## config.mk

```make
export PLATFORM = sky130hd
export DESIGN_NAME = mmio_player_bank
export DESIGN_NICKNAME = d
export VERILOG_FILES = /design/src/rtl/mmio_player_bank.sv
export SDC_FILE = /design/constraint.sdc
export NUM_CORES = 2
export LEC_CHECK = 0
export BUFFER_PORTS_ARGS = -buffer_cell sky130_fd_sc_hd__buf_2
export CAP_MARGIN = 0
export CORE_ASPECT_RATIO = 0.7
export CORE_MARGIN = 2
export CORE_UTILIZATION = 49
export DETAILED_ROUTE_END_ITERATION = 8
export PLACE_DENSITY = 0.69
export SLEW_MARGIN = 20
export SYNTH_ARGS = -nofsm -noshare
export SYNTH_HDL_FRONTEND = slang
export SYNTH_SLANG_ARGS = --single-unit
```

## constraint.sdc

```tcl
create_clock -name clock -period 2.1 [get_ports clock]
set_input_delay 0.105 -clock clock [delete_from_list [all_inputs] [get_ports clock]]
set_output_delay 0.105 -clock clock [all_outputs]
set_load 0.005 [all_outputs]
```

## src/rtl/mmio_player_bank.sv

```systemverilog
// mmio_player_bank: memory-mapped bank of per-player shadow records with
// frame-synchronous commit to the display bus, plus debounced controller
// pads with sticky, read-to-clear press events.
module mmio_player_bank #(
    parameter int          NUM_PLAYERS     = 2,
    parameter int          PAD_BITS        = 16,
    parameter int          DEBOUNCE_CYCLES = 4,
    parameter logic [12:0] BASE_ADDR       = 13'h1000
) (
    input  logic                            clock,
    input  logic                            reset,
    input  logic [12:0]                     address,
    input  logic [31:0]                     data_in,
    input  logic                            wren,
    output logic [31:0]                     data_out,
    output logic                            hit,
    input  logic [NUM_PLAYERS*PAD_BITS-1:0] gpio,
    input  logic                            vsync_pulse,
    output logic [NUM_PLAYERS*128-1:0]      vga_bus
);

    localparam int NB = NUM_PLAYERS * PAD_BITS;
    localparam int RB = NUM_PLAYERS * 128;
    localparam int CW = $clog2(DEBOUNCE_CYCLES + 1);
    // Counter value at which one more differing cycle completes the debounce.
    localparam logic [CW-1:0] DC_LAST    = CW'(DEBOUNCE_CYCLES - 1);
    // Players plus the global block, eight words each.
    localparam logic [13:0]   SPAN       = 14'((NUM_PLAYERS + 1) * 8);
    localparam logic [10:0]   GLOBAL_IDX = 11'(NUM_PLAYERS);

    // State registers.
    logic [RB-1:0]         shadow_q, shadow_d;
    logic [RB-1:0]         vga_q, vga_d;
    logic                  pending_q, pending_d;
    logic [31:0]           frame_q, frame_d;
    logic [NB-1:0]         level_q, level_d;
    logic [NB-1:0][CW-1:0] cnt_q, cnt_d;
    logic [NB-1:0]         event_q, event_d;
    logic [31:0]           data_out_q, data_out_d;
    logic                  hit_q, hit_d;

    // Decode signals.
    logic [13:0] off_s;
    logic        in_bank_s;
    logic [10:0] idx_s;
    logic [2:0]  word_s;
    logic        is_global_s;
    logic        commit_fire_s;
    logic        commit_req_s;
    logic [NB-1:0] clr_s;

    // Split the address into block index and word within the block.
    always_comb begin
        off_s       = {1'b0, address} - {1'b0, BASE_ADDR};
        in_bank_s   = (address >= BASE_ADDR) && (off_s < SPAN);
        idx_s       = off_s[13:3];
        word_s      = off_s[2:0];
        is_global_s = in_bank_s && (idx_s == GLOBAL_IDX);
    end

    // Per-bit debounce: count consecutive disagreeing cycles, flip on the last.
    always_comb begin
        level_d = level_q;
        cnt_d   = cnt_q;
        for (int b = 0; b < NB; b++) begin
            if (gpio[b] != level_q[b]) begin
                if (cnt_q[b] == DC_LAST) begin
                    level_d[b] = ~level_q[b];
                    cnt_d[b]   = {CW{1'b0}};
                end else begin
                    cnt_d[b] = cnt_q[b] + CW'(1);
                end
            end else begin
                cnt_d[b] = {CW{1'b0}};
            end
        end
    end

    // Sticky press events; a word-5 read clears, but a same-edge press survives.
    always_comb begin
        clr_s = {NB{1'b0}};
        for (int p = 0; p < NUM_PLAYERS; p++) begin
            clr_s[p*PAD_BITS +: PAD_BITS] =
                {PAD_BITS{in_bank_s && (idx_s == 11'(p)) && (word_s == 3'd5)}};
        end
        event_d = (event_q & ~clr_s) | (level_d & ~level_q);
    end

    // Shadow writes, commit request and the vsync-aligned commit.
    always_comb begin
        commit_fire_s = vsync_pulse && pending_q;
        commit_req_s  = wren && is_global_s && (word_s == 3'd0) && data_in[0];
        shadow_d      = shadow_q;
        for (int p = 0; p < NUM_PLAYERS; p++) begin
            for (int w = 0; w < 4; w++) begin
                shadow_d[p*128 + w*32 +: 32] =
                    (wren && in_bank_s && (idx_s == 11'(p)) && (word_s == 3'(w)))
                    ? data_in : shadow_q[p*128 + w*32 +: 32];
            end
        end
        // The display copy takes the pre-write shadow so a same-edge write waits a frame.
        vga_d     = commit_fire_s ? shadow_q : vga_q;
        frame_d   = commit_fire_s ? (frame_q + 32'd1) : frame_q;
        pending_d = (pending_q && !commit_fire_s) || commit_req_s;
    end

    // Read mux; anything outside the bank reads as zero.
    always_comb begin
        logic [31:0] pw_v;
        logic [31:0] gw_v;
        data_out_d = 32'h0;
        for (int p = 0; p < NUM_PLAYERS; p++) begin
            case (word_s)
                3'd0:    pw_v = shadow_q[p*128 +   0 +: 32];
                3'd1:    pw_v = shadow_q[p*128 +  32 +: 32];
                3'd2:    pw_v = shadow_q[p*128 +  64 +: 32];
                3'd3:    pw_v = shadow_q[p*128 +  96 +: 32];
                3'd4:    pw_v = 32'(level_q[p*PAD_BITS +: PAD_BITS]);
                3'd5:    pw_v = 32'(event_q[p*PAD_BITS +: PAD_BITS]);
                default: pw_v = 32'h0;
            endcase
            data_out_d = data_out_d |
                ((in_bank_s && (idx_s == 11'(p))) ? pw_v : 32'h0);
        end
        case (word_s)
            3'd0:    gw_v = {31'h0, pending_q};
            3'd1:    gw_v = frame_q;
            default: gw_v = 32'h0;
        endcase
        data_out_d = data_out_d | (is_global_s ? gw_v : 32'h0);
        hit_d      = in_bank_s;
    end

    // Register all state; synchronous reset overrides every other update.
    always_ff @(posedge clock) begin
        if (reset) begin
            shadow_q   <= {RB{1'b0}};
            vga_q      <= {RB{1'b0}};
            pending_q  <= 1'b0;
            frame_q    <= 32'h0;
            level_q    <= {NB{1'b0}};
            cnt_q      <= {(NB*CW){1'b0}};
            event_q    <= {NB{1'b0}};
            data_out_q <= 32'h0;
            hit_q      <= 1'b0;
        end else begin
            shadow_q   <= shadow_d;
            vga_q      <= vga_d;
            pending_q  <= pending_d;
            frame_q    <= frame_d;
            level_q    <= level_d;
            cnt_q      <= cnt_d;
            event_q    <= event_d;
            data_out_q <= data_out_d;
            hit_q      <= hit_d;
        end
    end

    assign data_out = data_out_q;
    assign hit      = hit_q;
    assign vga_bus  = vga_q;

endmodule

```

======== Word level (Yosys, flattened, before mapping) ========
Index checks and enable logic that the tools add are counted.
Widths: inputs -> output; s select.
cells by class
  multiplexer cells ....................... 70
  reductions and logical operators ........ 58
  magnitude comparators ................... 2
  add/sub/neg operators ................... 34
  bitwise operators ....................... 71
  eq/ne operators ......................... 71
operator list
  cell                    count
  $pmux 32 s6             2
  $eq 3x2->1 const B      34
  $add 3x1->3 const B     32
  $mux 32                 3
  $or 32x32->32           3
  $reduce_or 3->1         32
  $and 32x32->32          2
  $mux 1                  64
  $not 1->1               64
  $not 32->32             2
  $pmux 32 s2             1
  $add 32x1->32 const B   1
  $ne 1x1->1              32
  $logic_and 1x1->1       22
  $lt 14x5->1 const B     1
  $sub 13x13->14 const B  1
  $ge 13x13->1 const B    1
  $eq 11x1->1 const B     1
  $eq 11x2->1 const B     1
  $logic_not 11->1        1
  $eq 3x3->1 const B      2
  $eq 3x1->1 const B      1
  $logic_not 3->1         1
  $logic_not 1->1         1
  $logic_or 1x1->1        1
word-level totals
  input port bits ......................... 81
  word-level logic and storage cells ...... 353
  output and inout bits ................... 289
  register bits ........................... 738

======== Depth between registers and ports, before layout ========
  word-level depth ........................ 8
  mapped depth ............................ 8
  depth with buffers taken out ............ 6

======== Worst setup path before layout ========
No wires, ideal clock.
  path kind ............................... input to register
  from .................................... input address[0]
  to ...................................... register data_out_q[15] (netlist: data_out[15])
  arrival time ............................ 1.528 ns
  stages on the path ...................... 8
  data required time ...................... 1.973 ns
  path slack .............................. 0.444 ns
  cells stage by stage .................... buf_4 buf_2 buf_2 mux2_2 a22oi_1 o22ai_1 a22oi_1 o21ai_1
on the way
  longest elaborated chain between the ends .. 7
  elaborated cells on any way between the ends .. 24
  those cells by class .................... 1 x add/sub; 2 x order compare; 7 x eq/ne; 6 x mux; 2 x bitwise; 6 x reduce/logical
ends and longest elaborated chain
  what                    RTL line  source
  start: declaration      12        input logic [12:0] address,
  $sub 13x13->14          54        off_s = {1'b0, address} - {1'b0, BASE_ADDR};
  $lt 14x5->1             55        in_bank_s = (address >= BASE_ADDR) && (off_s < SPAN);
  $logic_and 1x1->1       55
  $logic_and 1x1->1       123       ((in_bank_s && (idx_s == 11'(p))) ? pw_v : 32'h0);
  $mux 32                 123
  $or 32x32->32           122       data_out_d = data_out_d |
  $or 32x32->32 (*)       130       data_out_d = data_out_d | (is_global_s ? gw_v : 32'h0);
  end signal: assignment  154       data_out_q <= data_out_d;
  end: declaration        39        logic [31:0] data_out_q, data_out_d;
Mark *: on every way between the ends. The rest lies on a longest branch, timed or not.
A chain may end at the register's enable or synchronous reset.

======== Final worst setup path ========
  from .................................... register frame_q[1]
  to ...................................... register frame_q[18]
on the way
  longest elaborated chain between the ends .. 1
ends and longest elaborated chain
  what                      RTL line  source
  start: declaration        35        logic [31:0] frame_q, frame_d;
  start signal: assignment  150       frame_q <= frame_d;
  $add 32x1->32             103       frame_d = commit_fire_s ? (frame_q + 32'd1) : frame_q;
Every way passes these cells.

==> run summary <==
number of nets with antenna violations after routing -> 0
Clk pin slew, worst setup/hold paths -> 70 ps
area leader, netlist -> sky130_fd_sc_hd__dfxtp_1
overflow left after global routing -> 0
detailed-routing iteration count for the pre-antenna-repair pass -> 6
top-level I/O count -> 370
total of warnings raised by yosys -> 0
depth of the worst register-to-register path -> 7
share of final-layout standard cells stronger than drive strength 1 -> 0.170
count of cell types in the netlist -> 47
Internal Power -> 22.1 mW
antenna violations before repair -> 4
Worst Path Max Fanout -> 5
H-Tree Level Count -> 3
post-DR wirelength/cell -> 19.2 microns
placeable core region -> 58300 sq um
post-synthesis cell count -> 3461
net count after synthesis -> 3607
startpoint of the worst-slack reg-to-reg timing path -> frame_q[1]$_SDFFE_PP0P_
wire length reported by the detailed router -> 88900 microns
Critical Path Start -> frame_q[1]$_SDFFE_PP0P_
proportion of netlist area held by the largest area contributor -> 0.511
worst slack at placement -> 212 ps
total global routing track utilization -> 0.284
largest family of logic cells by synthesized area -> simple AND/OR/NAND/NOR gates
CP max-delay cell -> sky130_fd_sc_hd__dfxtp_1
number of nets in the finished design -> 3957
most common cell after layout, fill and taps aside -> sky130_fd_sc_hd__nand2_1
DR iter-0 viols -> 2660
TNS Setup -> 0 ps
CP startpoint kind -> flip-flop
Final Instance Area -> 34800 sq um
final setup slack of the worst path -> 165 ps
sequential share of the synthesized area -> 0.511
number of global-route vias before repair -> 22987
adder and majority cell fraction of the synthesized area -> 0.0282
Pleak -> 13.2 nW
DRC violations left -> 0
biggest area contributors in the synthesized netlist -> sky130_fd_sc_hd__dfxtp_1 (51%), sky130_fd_sc_hd__nand2_1 (15%), sky130_fd_sc_hd__a21oi_1 (9.8%)
endpoint class of the critical path -> flip-flop
mux cell area share after synthesis -> 0.0579
CP max stage delay -> 390 ps
final weighted congestion of routability-driven global placement -> 0.955
number of buffer and inverter stages on the critical path -> 1
endpoints failing hold -> 0
wire length of the first global-routing pass -> 135000 microns
start point of the worst hold path -> wren
simple-gate portion of the synthesized area -> 0.202
setup repair bufs after CTS -> 0
Synth Area per Inst -> 8.35 sq um
fin. max-slew vios -> 0
ys flop type -> sky130_fd_sc_hd__dfxtp_1
initial core utilization -> 0.495
top library cells by usage in the layout, fill and taps aside -> sky130_fd_sc_hd__nand2_1 (1136), sky130_fd_sc_hd__dfxtp_1 (738), sky130_fd_sc_hd__a21oi_1 (565)
number of sinks on the clock net -> 738
combinational group share of total power -> 0.039
vias -> 25102
chain of cells forming the critical path -> ha_1 > and4_1 > nand4_1 > buf_4 > nor3_1 > xnor2_1 > nor2_1
clock group share of total power -> 0.463
HPWL after DPL -> 61500 microns
per-cell via count in the routed design -> 5.42
R2R setup slack -> 170 ps
Area after DPL -> 31700 sq um
die extent in x -> 294 microns
TritonCTS clock tree -> yes
maximum frequency from static timing analysis -> 517 MHz
overall power of the completed layout -> 28.4 mW
synthesized cell area -> 28900 sq um
endpoints failing setup -> 0
number of standard-cell rows in the floorplan -> 74
highest ir drop seen on vdd -> 0.500 mV
share of the clock period used by the worst path -> 0.921
DIE HEIGHT -> 207 microns
later-pin clock latency in the skew report -> 620 ps
cell family with most CP delay -> simple AND/OR/NAND/NOR gates
Final Critical Period -> 1930 ps
Sw Share -> 0.222
total of flip-flops plus latches after synthesis -> 738
kind of path behind the tightest hold check -> input port to flip-flop
destination of the worst hold path -> pending_q$_SDFF_PP0_
required time worst endpoint -> 2560 ps
overall die area -> 60900 sq um
pin count of the biggest net entering global routing -> 209
cell at the root of the clock tree -> sky130_fd_sc_hd__clkbuf_16
maximum clock insertion buffer count -> 3
worst-margin pin slew -> 972 ps
Max-Cap Viols -> 0
CP Class -> flip-flop to flip-flop
Post-Synth XOR/XNOR Area -> 0.0179
final setup skew -> 22.5 ps
Inserted Clock Buffers -> 72
worst slew margin relative to its limit -> 0.352
Reg2Reg Capture Point -> frame_q[18]$_SDFFE_PP0P_
Area growth, synth to finish -> 20.5%
unrepaired setup endpoints after global routing -> no
power density normalized to cell area -> 815 nW/um^2
fraction of registers with async set/reset -> 0
cell depth of the worst min-delay path -> 4
power spent charging and discharging nets -> 6.29 mW
signal arrival time at the worst endpoint -> 2390 ps
area fraction in compound gates after synthesis -> 0.132
sequential cell fraction of total power -> 0.497
number of buffers inserted by port buffering -> 369
number of instances resized during post-cts repair -> 0
run status -> finished clean
number of flops mapped to enable cells by yosys -> 0
## tightest hold or removal path, cell delays in order
cell and delay (ps):
sky130_fd_sc_hd__buf_2 120, sky130_fd_sc_hd__and4_1 260, sky130_fd_sc_hd__nand3_1 120, sky130_fd_sc_hd__a21oi_1 60
## cells in the mapped netlist, types with 12 or more instances
| library cell | instances |
|---|---|
| sky130_fd_sc_hd__mux2_2 | 27 |
| sky130_fd_sc_hd__inv_1 | 74 |
| sky130_fd_sc_hd__nor3_1 | 12 |
| sky130_fd_sc_hd__a22oi_1 | 22 |
| sky130_fd_sc_hd__clkbuf_1 | 158 |
| sky130_fd_sc_hd__xnor2_1 | 50 |
| sky130_fd_sc_hd__buf_4 | 33 |
| sky130_fd_sc_hd__o31ai_1 | 32 |
| sky130_fd_sc_hd__mux2i_1 | 58 |
| sky130_fd_sc_hd__buf_2 | 52 |
| sky130_fd_sc_hd__buf_1 | 15 |
| sky130_fd_sc_hd__nand2_1 | 1137 |
| sky130_fd_sc_hd__or3_1 | 38 |
| sky130_fd_sc_hd__o22ai_1 | 16 |
| sky130_fd_sc_hd__nor2_1 | 141 |
| sky130_fd_sc_hd__a21oi_1 | 565 |
| sky130_fd_sc_hd__nand2b_1 | 37 |
| sky130_fd_sc_hd__o21ai_0 | 29 |
| sky130_fd_sc_hd__dfxtp_1 | 738 |
| sky130_fd_sc_hd__mux4_2 | 35 |
| sky130_fd_sc_hd__nand3_1 | 22 |
| sky130_fd_sc_hd__ha_1 | 65 |
## power groups by stage
| stage | sequential [mW] | combinational (mW) | clock [mW] |
|---|---|---|---|
| after floorplan | 14.4 | 0.624 | 0 |
| after global placement | 14.4 | 0.981 | 0 |
| after detailed placement | 14.4 | 0.989 | 0 |
| after CTS | 14.1 | 1.10 | 13.3 |
| after global routing | 14.1 | 1.19 | 13.9 |
| final | 14.1 | 1.12 | 13.2 |
## through the flow
stage | util | std cells | hold WS (ps)
after floorplan | - | 3461 | 209
after CTS | 0.597 | 4626 | 95.8
after global placement | 0.544 | 4428 | 399
after global routing | 0.597 | 4627 | 142
final | 0.597 | 4628 | 115
after detailed placement | 0.544 | 4428 | 402
## sequential cells by signal, indices dropped and copies added (netlist names)
| register | flops |
|---|---|
| shadow_q | 256 |
| vga_bus | 256 |
| cnt_q | 96 |
| data_out | 32 |
| event_q | 32 |
| frame_q | 32 |
| level_q | 32 |
| hit | 1 |
| pending_q | 1 |
## area by class of cell
| cell class | count | area (sq um) |
|---|---|---|
| clock buffer | 107 | 2160 |
| clock inverter | 22 | 234 |
| antenna | 2 | 5.00 |
| timing repair buffer | 537 | 3720 |
| multi-input combinational | 2388 | 12700 |
| tap | 760 | 951 |
| inverter | 74 | 278 |
| fill | 5269 | 23500 |
| sequential | 738 | 14800 |
## layer usage
layer / track usage / share of wire
met1: 0.403 / 0.44
met2: 0.437 / 0.45
met3: 0.0446 / 0.078
met4: 0.102 / 0.035
met5: 0 / 0.00015
## how the worst max path moves through the flow
stage                     cells after the start                    endpoint  slack (ps)
final                                         7    frame_q[18]$_SDFFE_PP0P_         170
after global routing                          6    frame_q[26]$_SDFFE_PP0P_          40
after CTS                                     7    frame_q[18]$_SDFFE_PP0P_         210
after detailed placement                      8  shadow_q[209]$_SDFFE_PP0P_         210
after global placement                        8  shadow_q[197]$_SDFFE_PP0P_         260
after floorplan                               8     data_out[15]$_SDFF_PP0_         440
## kinds of logic after synthesis
logic type	Yosys count
DFF	738
adders and majority gates	65
and+or+nand+nor	1437
buffers and inverters	335
AOI/OAI and AO/OA	707
xor gates and xnor gates	59
muxes	120
## repair_timing
action,CTS,global route
setup endpoints to repair,0,0
endpoints found under the hold margin,431,0
hold buffers,69,0
No activity file was read; power rests on OpenSTA's default activity.
